**src/rtl/lif_pkg.sv**
```systemverilog
// Shared types and codes for the LIF per-timestep sequencer.
// Latency: n/a (declarations only).
// Backpressure: n/a.
//
// Contents: FSM state encoding, datapath mux codes, and a helper that maps
// a state to the datapath mux code driven while in that state.
package lif_pkg;

    typedef enum logic [2:0] {
        IDLE  = 3'd0,
        LEAK  = 3'd1,
        INTEG = 3'd2,
        CHECK = 3'd3,
        FIRE  = 3'd4,
        SKIP  = 3'd5
    } lif_state_e;

    localparam logic [1:0] SEL_HOLD  = 2'd0;
    localparam logic [1:0] SEL_LEAK  = 2'd1;
    localparam logic [1:0] SEL_INPUT = 2'd2;

    // Only the two Vm-update phases steer the datapath; everything else holds.
    function automatic logic [1:0] mux_for_state(input logic [2:0] s);
        logic [1:0] sel;
        sel = SEL_HOLD;
        if (s == 3'(LEAK))  sel = SEL_LEAK;
        if (s == 3'(INTEG)) sel = SEL_INPUT;
        return sel;
    endfunction

endpackage

```
**src/rtl/lif_step_sequencer_if.sv**
```systemverilog
// Bundle between timestep scheduler / neuron datapath and the LIF sequencer.
// Latency: n/a (wires only).
// Backpressure: step is only honoured while busy=0; otherwise it is flagged via overrun.
//
// Signals:
//   step, ge_thresh, ovr_clr                 driven by the master (scheduler/datapath side)
//   vm_load, vm_init, mux_sel, spike_out,
//   busy, done, refrac, overrun              driven by the slave (sequencer)
//   spike_count (SCNT_W)                     slave output, present only with LIF_SPIKE_CNT_EN
interface lif_step_sequencer_if
`ifdef LIF_SPIKE_CNT_EN
#(
    parameter int SCNT_W = 8
)
`endif
;
    logic       step;
    logic       ge_thresh;
    logic       ovr_clr;
    logic       vm_load;
    logic       vm_init;
    logic [1:0] mux_sel;
    logic       spike_out;
    logic       busy;
    logic       done;
    logic       refrac;
    logic       overrun;
`ifdef LIF_SPIKE_CNT_EN
    logic [SCNT_W-1:0] spike_count;
`endif

    modport master (
        output step, ge_thresh, ovr_clr,
        input  vm_load, vm_init, mux_sel, spike_out, busy, done, refrac, overrun
`ifdef LIF_SPIKE_CNT_EN
        , input spike_count
`endif
    );

    modport slave (
        input  step, ge_thresh, ovr_clr,
        output vm_load, vm_init, mux_sel, spike_out, busy, done, refrac, overrun
`ifdef LIF_SPIKE_CNT_EN
        , output spike_count
`endif
    );

endinterface

```
**src/rtl/lif_refrac_counter.sv**
```systemverilog
// Refractory down-counter: loaded on a spike, decremented once per skipped step.
// Latency: load/dec take effect at the next clk edge; zero follows the register directly.
// Backpressure: none; load wins over dec, dec at zero is ignored (never wraps).
//
// Ports: clk, rst (sync, active-high), load, load_val[RCNT_W], dec, zero.
module lif_refrac_counter #(
    parameter int RCNT_W = 4
) (
    input  logic              clk,
    input  logic              rst,
    input  logic              load,
    input  logic [RCNT_W-1:0] load_val,
    input  logic              dec,
    output logic              zero
);

    logic [RCNT_W-1:0] cnt;

    always_ff @(posedge clk) begin
        if (rst) begin
            cnt <= '0;
        end else if (load) begin
            cnt <= load_val;
        end else if (dec && (cnt != '0)) begin
            cnt <= cnt - RCNT_W'(1);
        end
    end

    assign zero = (cnt == '0);

endmodule

```
**src/rtl/lif_step_sequencer.sv**
```systemverilog
// Per-timestep LIF neuron controller: leak, integrate, threshold check, fire / refractory skip.
// Latency from step accept edge t0: done at t0+3 (no spike), t0+4 with spike, t0+1 when refractory.
// Backpressure: busy=1 outside IDLE; a step seen while busy is dropped and sets sticky overrun.
//
// Ports: clk, rst (sync, active-high), bus (lif_step_sequencer_if.slave).
// Optional feature macro LIF_SPIKE_CNT_EN adds the saturating spike_count output (SCNT_W bits).
//
// Output timing: vm_load/mux_sel are registered from the next state, so they are
// visible during LEAK and INTEG themselves and Vm is updated before CHECK compares it.
// done/spike_out/vm_init are registered on leaving CHECK/FIRE/SKIP, i.e. they pulse in
// the first IDLE cycle, which is why a new step can be accepted right on the done cycle.
module lif_step_sequencer
    import lif_pkg::*;
#(
    parameter int REFRAC_STEPS = 2,
    parameter int RCNT_W       = 4
`ifdef LIF_SPIKE_CNT_EN
    , parameter int SCNT_W     = 8
`endif
) (
    input  logic                 clk,
    input  logic                 rst,
    lif_step_sequencer_if.slave  bus
);

    localparam logic [2:0] S_IDLE  = 3'(IDLE);
    localparam logic [2:0] S_LEAK  = 3'(LEAK);
    localparam logic [2:0] S_INTEG = 3'(INTEG);
    localparam logic [2:0] S_CHECK = 3'(CHECK);
    localparam logic [2:0] S_FIRE  = 3'(FIRE);
    localparam logic [2:0] S_SKIP  = 3'(SKIP);

    logic [2:0] state;
    logic [2:0] state_nxt;
    logic       cnt_zero;

    logic       vm_load_q;
    logic       vm_init_q;
    logic [1:0] mux_sel_q;
    logic       spike_q;
    logic       busy_q;
    logic       done_q;
    logic       overrun_q;

    always_comb begin
        state_nxt = state;
        case (state)
            S_IDLE:  if (bus.step) state_nxt = cnt_zero ? S_LEAK : S_SKIP;
            S_LEAK:  state_nxt = S_INTEG;
            S_INTEG: state_nxt = S_CHECK;
            S_CHECK: state_nxt = bus.ge_thresh ? S_FIRE : S_IDLE;
            S_FIRE:  state_nxt = S_IDLE;
            S_SKIP:  state_nxt = S_IDLE;
            default: state_nxt = S_IDLE;
        endcase
    end

    always_ff @(posedge clk) begin
        if (rst) begin
            state     <= S_IDLE;
            vm_load_q <= 1'b0;
            vm_init_q <= 1'b0;
            mux_sel_q <= SEL_HOLD;
            spike_q   <= 1'b0;
            busy_q    <= 1'b0;
            done_q    <= 1'b0;
        end else begin
            state     <= state_nxt;
            vm_load_q <= (state_nxt == S_LEAK) || (state_nxt == S_INTEG);
            mux_sel_q <= mux_for_state(state_nxt);
            busy_q    <= (state_nxt != S_IDLE);
            spike_q   <= (state == S_FIRE);
            vm_init_q <= (state == S_FIRE);
            done_q    <= ((state == S_CHECK) && !bus.ge_thresh) ||
                         (state == S_FIRE) || (state == S_SKIP);
        end
    end

    // A late step while busy takes priority over a simultaneous clear so it is never lost.
    always_ff @(posedge clk) begin
        if (rst) begin
            overrun_q <= 1'b0;
        end else if (bus.step && (state != S_IDLE)) begin
            overrun_q <= 1'b1;
        end else if (bus.ovr_clr) begin
            overrun_q <= 1'b0;
        end
    end

    lif_refrac_counter #(
        .RCNT_W   (RCNT_W)
    ) u_refrac (
        .clk      (clk),
        .rst      (rst),
        .load     (state == S_FIRE),
        .load_val (RCNT_W'(REFRAC_STEPS)),
        .dec      (state == S_SKIP),
        .zero     (cnt_zero)
    );

`ifdef LIF_SPIKE_CNT_EN
    logic [SCNT_W-1:0] spike_cnt;

    always_ff @(posedge clk) begin
        if (rst) begin
            spike_cnt <= '0;
        end else if ((state == S_FIRE) && (spike_cnt != '1)) begin
            spike_cnt <= spike_cnt + SCNT_W'(1);
        end
    end

    assign bus.spike_count = spike_cnt;
`endif

    assign bus.vm_load   = vm_load_q;
    assign bus.vm_init   = vm_init_q;
    assign bus.mux_sel   = mux_sel_q;
    assign bus.spike_out = spike_q;
    assign bus.busy      = busy_q;
    assign bus.done      = done_q;
    assign bus.refrac    = !cnt_zero;
    assign bus.overrun   = overrun_q;

endmodule
```
**src/flat_wrapper.sv**
```systemverilog
// flat-port wrapper written by rule: the top's interface ports become plain ports
module lif_step_sequencer_flat import lif_pkg::*;
#(
    parameter int REFRAC_STEPS = 2,
    parameter int RCNT_W       = 4

)
  (clk, rst, bus_step, bus_ge_thresh, bus_ovr_clr, bus_vm_load, bus_vm_init, bus_mux_sel, bus_spike_out, bus_busy, bus_done, bus_refrac, bus_overrun);
  lif_step_sequencer_if bus_i ();
  input  logic clk;
  input  logic rst;
  input wire logic [$bits(bus_i.step)-1:0] bus_step;
  input wire logic [$bits(bus_i.ge_thresh)-1:0] bus_ge_thresh;
  input wire logic [$bits(bus_i.ovr_clr)-1:0] bus_ovr_clr;
  output wire logic [$bits(bus_i.vm_load)-1:0] bus_vm_load;
  output wire logic [$bits(bus_i.vm_init)-1:0] bus_vm_init;
  output wire logic [$bits(bus_i.mux_sel)-1:0] bus_mux_sel;
  output wire logic [$bits(bus_i.spike_out)-1:0] bus_spike_out;
  output wire logic [$bits(bus_i.busy)-1:0] bus_busy;
  output wire logic [$bits(bus_i.done)-1:0] bus_done;
  output wire logic [$bits(bus_i.refrac)-1:0] bus_refrac;
  output wire logic [$bits(bus_i.overrun)-1:0] bus_overrun;
  assign bus_i.step = bus_step;
  assign bus_i.ge_thresh = bus_ge_thresh;
  assign bus_i.ovr_clr = bus_ovr_clr;
  assign bus_vm_load = bus_i.vm_load;
  assign bus_vm_init = bus_i.vm_init;
  assign bus_mux_sel = bus_i.mux_sel;
  assign bus_spike_out = bus_i.spike_out;
  assign bus_busy = bus_i.busy;
  assign bus_done = bus_i.done;
  assign bus_refrac = bus_i.refrac;
  assign bus_overrun = bus_i.overrun;
  lif_step_sequencer #(.REFRAC_STEPS(REFRAC_STEPS), .RCNT_W(RCNT_W)) u_core (.clk(clk), .rst(rst), .bus(bus_i));
endmodule
```
**config.mk**
```make
export PLATFORM = sky130hd
export DESIGN_NAME = lif_step_sequencer_flat
export DESIGN_NICKNAME = d
export VERILOG_FILES = /design/src/rtl/lif_pkg.sv /design/src/rtl/lif_step_sequencer_if.sv /design/src/rtl/lif_refrac_counter.sv /design/src/rtl/lif_step_sequencer.sv /design/src/flat_wrapper.sv
export SDC_FILE = /design/constraint.sdc
export NUM_CORES = 1
export LEC_CHECK = 0
export BUFFER_PORTS_ARGS = -buffer_cell sky130_fd_sc_hd__buf_2
export CAP_MARGIN = 15
export CORE_UTILIZATION = 45
export CTS_CLUSTER_DIAMETER = 30
export CTS_CLUSTER_SIZE = 24
export DETAILED_ROUTE_END_ITERATION = 10
export PLACE_DENSITY = 0.81
export SLEW_MARGIN = 5
export SYNTH_ARGS = -nofsm -noshare
export SYNTH_HDL_FRONTEND = slang
export SYNTH_HIERARCHICAL = 1
export SYNTH_SLANG_ARGS = --single-unit
```
**constraint.sdc**
```tcl
create_clock -name clk -period 1.6 [get_ports clk]
set_input_delay 0.16 -clock clk [delete_from_list [all_inputs] [get_ports clk]]
set_output_delay 0.16 -clock clk [all_outputs]
set_load 0.1 [all_outputs]
```
==> flow_summary.json <==
{
  "netSwitchingPower_uw": 317,
  "rsz0062_at_grt": "true",
  "worst_setup_hold_path_clk_slew_ns": 0.09,
  "synth_edf_count": 0,
  "cts_hold_buffers_added": 0,
  "yosysTopAreaCellShare_pct": 42.4,
  "num-fill-cells": 111,
  "cts_root_buf": "clkbuf_4",
  "numCtsBuffers": 3,
  "starting_density_pct": 49.5,
  "setup_slack_ns": -0.0984,
  "drc": 0,
  "maxCapViolCount": 0,
  "leakage_nw": 0.375,
  "post_synthesis_cells": 71,
  "detailedPlace.worstSlack_ns": -0.0277,
  "cts_tree": "done",
  "ys_ff_latch": 14,
  "met2_usage_in_global_routing_pct": 31.0,
  "clock_power_share_pct": 28.1,
  "run_status": "complete, but fails checks",
  "floorplan.die.height_um": 40.3,
  "worstPathCellList": "inv_2 > ha_4 > or3b_4 > inv_4 > clkinvlp_4 > buf_12",
  "min-delay-path-class": "in -> reg",
  "cpPeakStageDelay_ns": 0.39,
  "share_of_the_yosys_chip_area_belonging_to_registers_pct": 42.4,
  "finClkSkew_ns": 0.0101,
  "routedWlPerCell_um": 11.4,
  "synth-async-reset-ratio_pct": 0,
  "power_per_standard_cell_area_mw_per_mm2": 994,
  "ant_nets": 0,
  "dr_total_vias": 581,
  "peakVddDrop_v": 0.000631,
  "vias_per_cell": 5.10,
  "clock_path_buffers": 2,
  "synth-warning-count": 6,
  "drtIter0Drc": 9,
  "p_sw_share_pct": 35.2,
  "hold_violations": 0,
  "worst_path_arrival_time_ns": 1.54,
  "fin_total_pwr_uw": 901,
  "slew_viol_final": 0,
  "clock-sinks": 14,
  "worstPathRequired_ns": 1.44,
  "area.growth.synth_to_final_pct": 37.3,
  "buffer_ports.inserted": 13,
  "layout.cells.most_common_list": "13 x buf_4, 12 x buf_2, 12 x dfxtp_1",
  "post_route_wl_um": 1300,
  "syn_avg_cell_area_um2": 9.30,
  "core.rowCount": 13,
  "critical_path_class": "reg -> out",
  "most_common_cell_after_layout_fill_and_taps_aside": "buf_4",
  "hpwl_um": 851,
  "syn-cell-area_um2": 661,
  "power.combinational.fraction_pct": 28.8,
  "largest_net_degree_at_the_start_of_global_routing": 12,
  "max_clock_freq_mhz": 589,
  "startpoint_type": "flip-flop",
  "timing.critical_path.fanout_max": 3,
  "final_net_count": 106,
  "globalRouteMet3Util_pct": 3.89,
  "synth.top_cells.by_area": "dfxtp_1 42%, a2111oi_4 4.2%, nor2_1 4.0%",
  "layout.area.seq_um2": 283,
  "finalSetupViolCount": 3,
  "gp_congestion": 0.825,
  "clock_latency_ns": 0.28,
  "synthFlopType": "dfxtp_1",
  "violated_checks": "negative setup slack",
  "design.core.area_mm2": 0.00133,
  "die_w_um": 40.3,
  "synth_cell_type_count": 32,
  "area_taken_by_multi_input_logic_gates_um2": 363,
  "critPathCaptureType": "output port",
  "first_pass_iters": 4,
  "slowest_stage": "or3b_4",
  "final_period_minus_worst_setup_slack_ns": 1.70,
  "grtUsageMet1_pct": 23.7,
  "boundaryPins": 14,
  "grt-ovfl-total": 0,
  "number_of_global_route_vias_before_repair": 523,
  "drive_above_1_share_pct": 41.4,
  "grt_most_used_layer": "met2",
  "synthDominantAreaCellType": "dfxtp_1",
  "layout_worst_path_cycle_share_pct": 106,
  "internal_power_uw": 584,
  "antenna_found_initial": 0,
  "num_antenna_cells": 0,
  "seq_power_share_pct": 43.1,
  "groute.usage.overall_pct": 19.4,
  "h_tree_levels": 1,
  "grt_pass1_wl_um": 2090,
  "floorplan.die_area_mm2": 0.00163
}
==> worst max-delay path, delay by kind of cell (launching register included) <==
kind          cells  cell delay (ns)
buf+inv           4             0.41
fa+ha+maj         1             0.13
flops             1             0.33
simple gates      1             0.39
==> layer usage <==
layer	vias to the layer above	part of all wire, %	wire (um)
li1	308	-	-
met1	258	48	624
met2	13	48	622
met3	2	3.1	40
met4	0	1.1	14
met5	-	0	0
==> Yosys cell counts, types with 2 or more instances <==
master and number:
dfxtp_1 14, nor2_1 7, inv_1 6, a21oi_1 4, nor3_1 4, a311oi_1 3
nand2_1 3, buf_2 2, conb_1 2, nand2b_1 2, nand4b_1 2, nor3b_1 2
==> registers in the layout (all words and copies together), names as in the netlist <==
name,flops
u_core/bus.spike_out,1
u_core/bus.done,1
u_core/bus.busy,1
u_core/state,3
u_core/bus.overrun,1
u_core/bus.vm_load,1
u_core/bus.mux_sel,2
u_core/u_refrac/cnt,4
==> area by class of cell <==
| class | instances | share of cell area (%) |
|---|---|---|
| well taps | 15 | 2.07 |
| clock buffers | 4 | 4.00 |
| inverters | 6 | 3.17 |
| flip-flops and latches | 14 | 31.2 |
| repair buffers | 26 | 19.6 |
| multi-input cells | 49 | 40.0 |
==> cell families (layout without fill, tap and decap cells) <==
kind of cell	after synthesis	count (layout)	share of synthesized area, %
flip-flops	14	14	42.4
multiplexers	1	1	1.52
AO/OA/AOI/OAI	12	12	16.1
buffers and inverters	10	36	6.63
adder cells (fa/ha/maj)	1	1	1.89
other	2	4	1.14
XOR/XNOR	1	1	1.33
AND/OR/NAND/NOR	30	30	29.0
==> repair_timing <==
action | 4_1_cts | 5_1_grt
cloned | 0 | 0
pin swaps | 0 | 1
setup buffers | 5 | 2
setup endpoints to repair | 2 | 4
resized for setup | 5 | 0
==> power by group through the flow <==
| stage | combinational, mW | sequential [mW] | clock (mW) |
|---|---|---|---|
| 2_1_floorplan | 0.0938 | 0.499 | 0 |
| 3_3_place_gp | 0.237 | 0.397 | 0 |
| 3_5_place_dp | 0.239 | 0.397 | 0 |
| 4_1_cts | 0.257 | 0.389 | 0.259 |
| 5_1_grt | 0.273 | 0.394 | 0.271 |
| 6_report | 0.259 | 0.389 | 0.253 |
==> worst paths after layout <==
| check | startpoint | endpoint | cells past startpoint | slack, ns |
|---|---|---|---|---|
| max | u_core/u_refrac/cnt[1] | bus_refrac | 6 | -0.1 |
| min | bus_ovr_clr | u_core/bus.overrun | 3 | 0.14 |
| max reg2reg | u_core/u_refrac/cnt[1] | u_core/u_refrac/cnt[1] | 6 | -0.03 |
| min reg2reg | u_core/bus.overrun | u_core/bus.overrun | 2 | 0.48 |
==> per-stage QoR <==
step	instance area [um2]	setup TNS, ns	cells	utilization (%)	hold WS, ns
3_3_place_gp	797	0	103	59.8	0.421
2_1_floorplan	689	0	73	-	0.225
3_5_place_dp	797	-0.0277	103	59.8	0.430
6_report	907	-0.138	114	68.0	0.144
4_1_cts	892	-0.128	112	66.9	0.138
5_1_grt	907	-0.328	114	68.0	0.157
(Power assumes the default switching activity.)
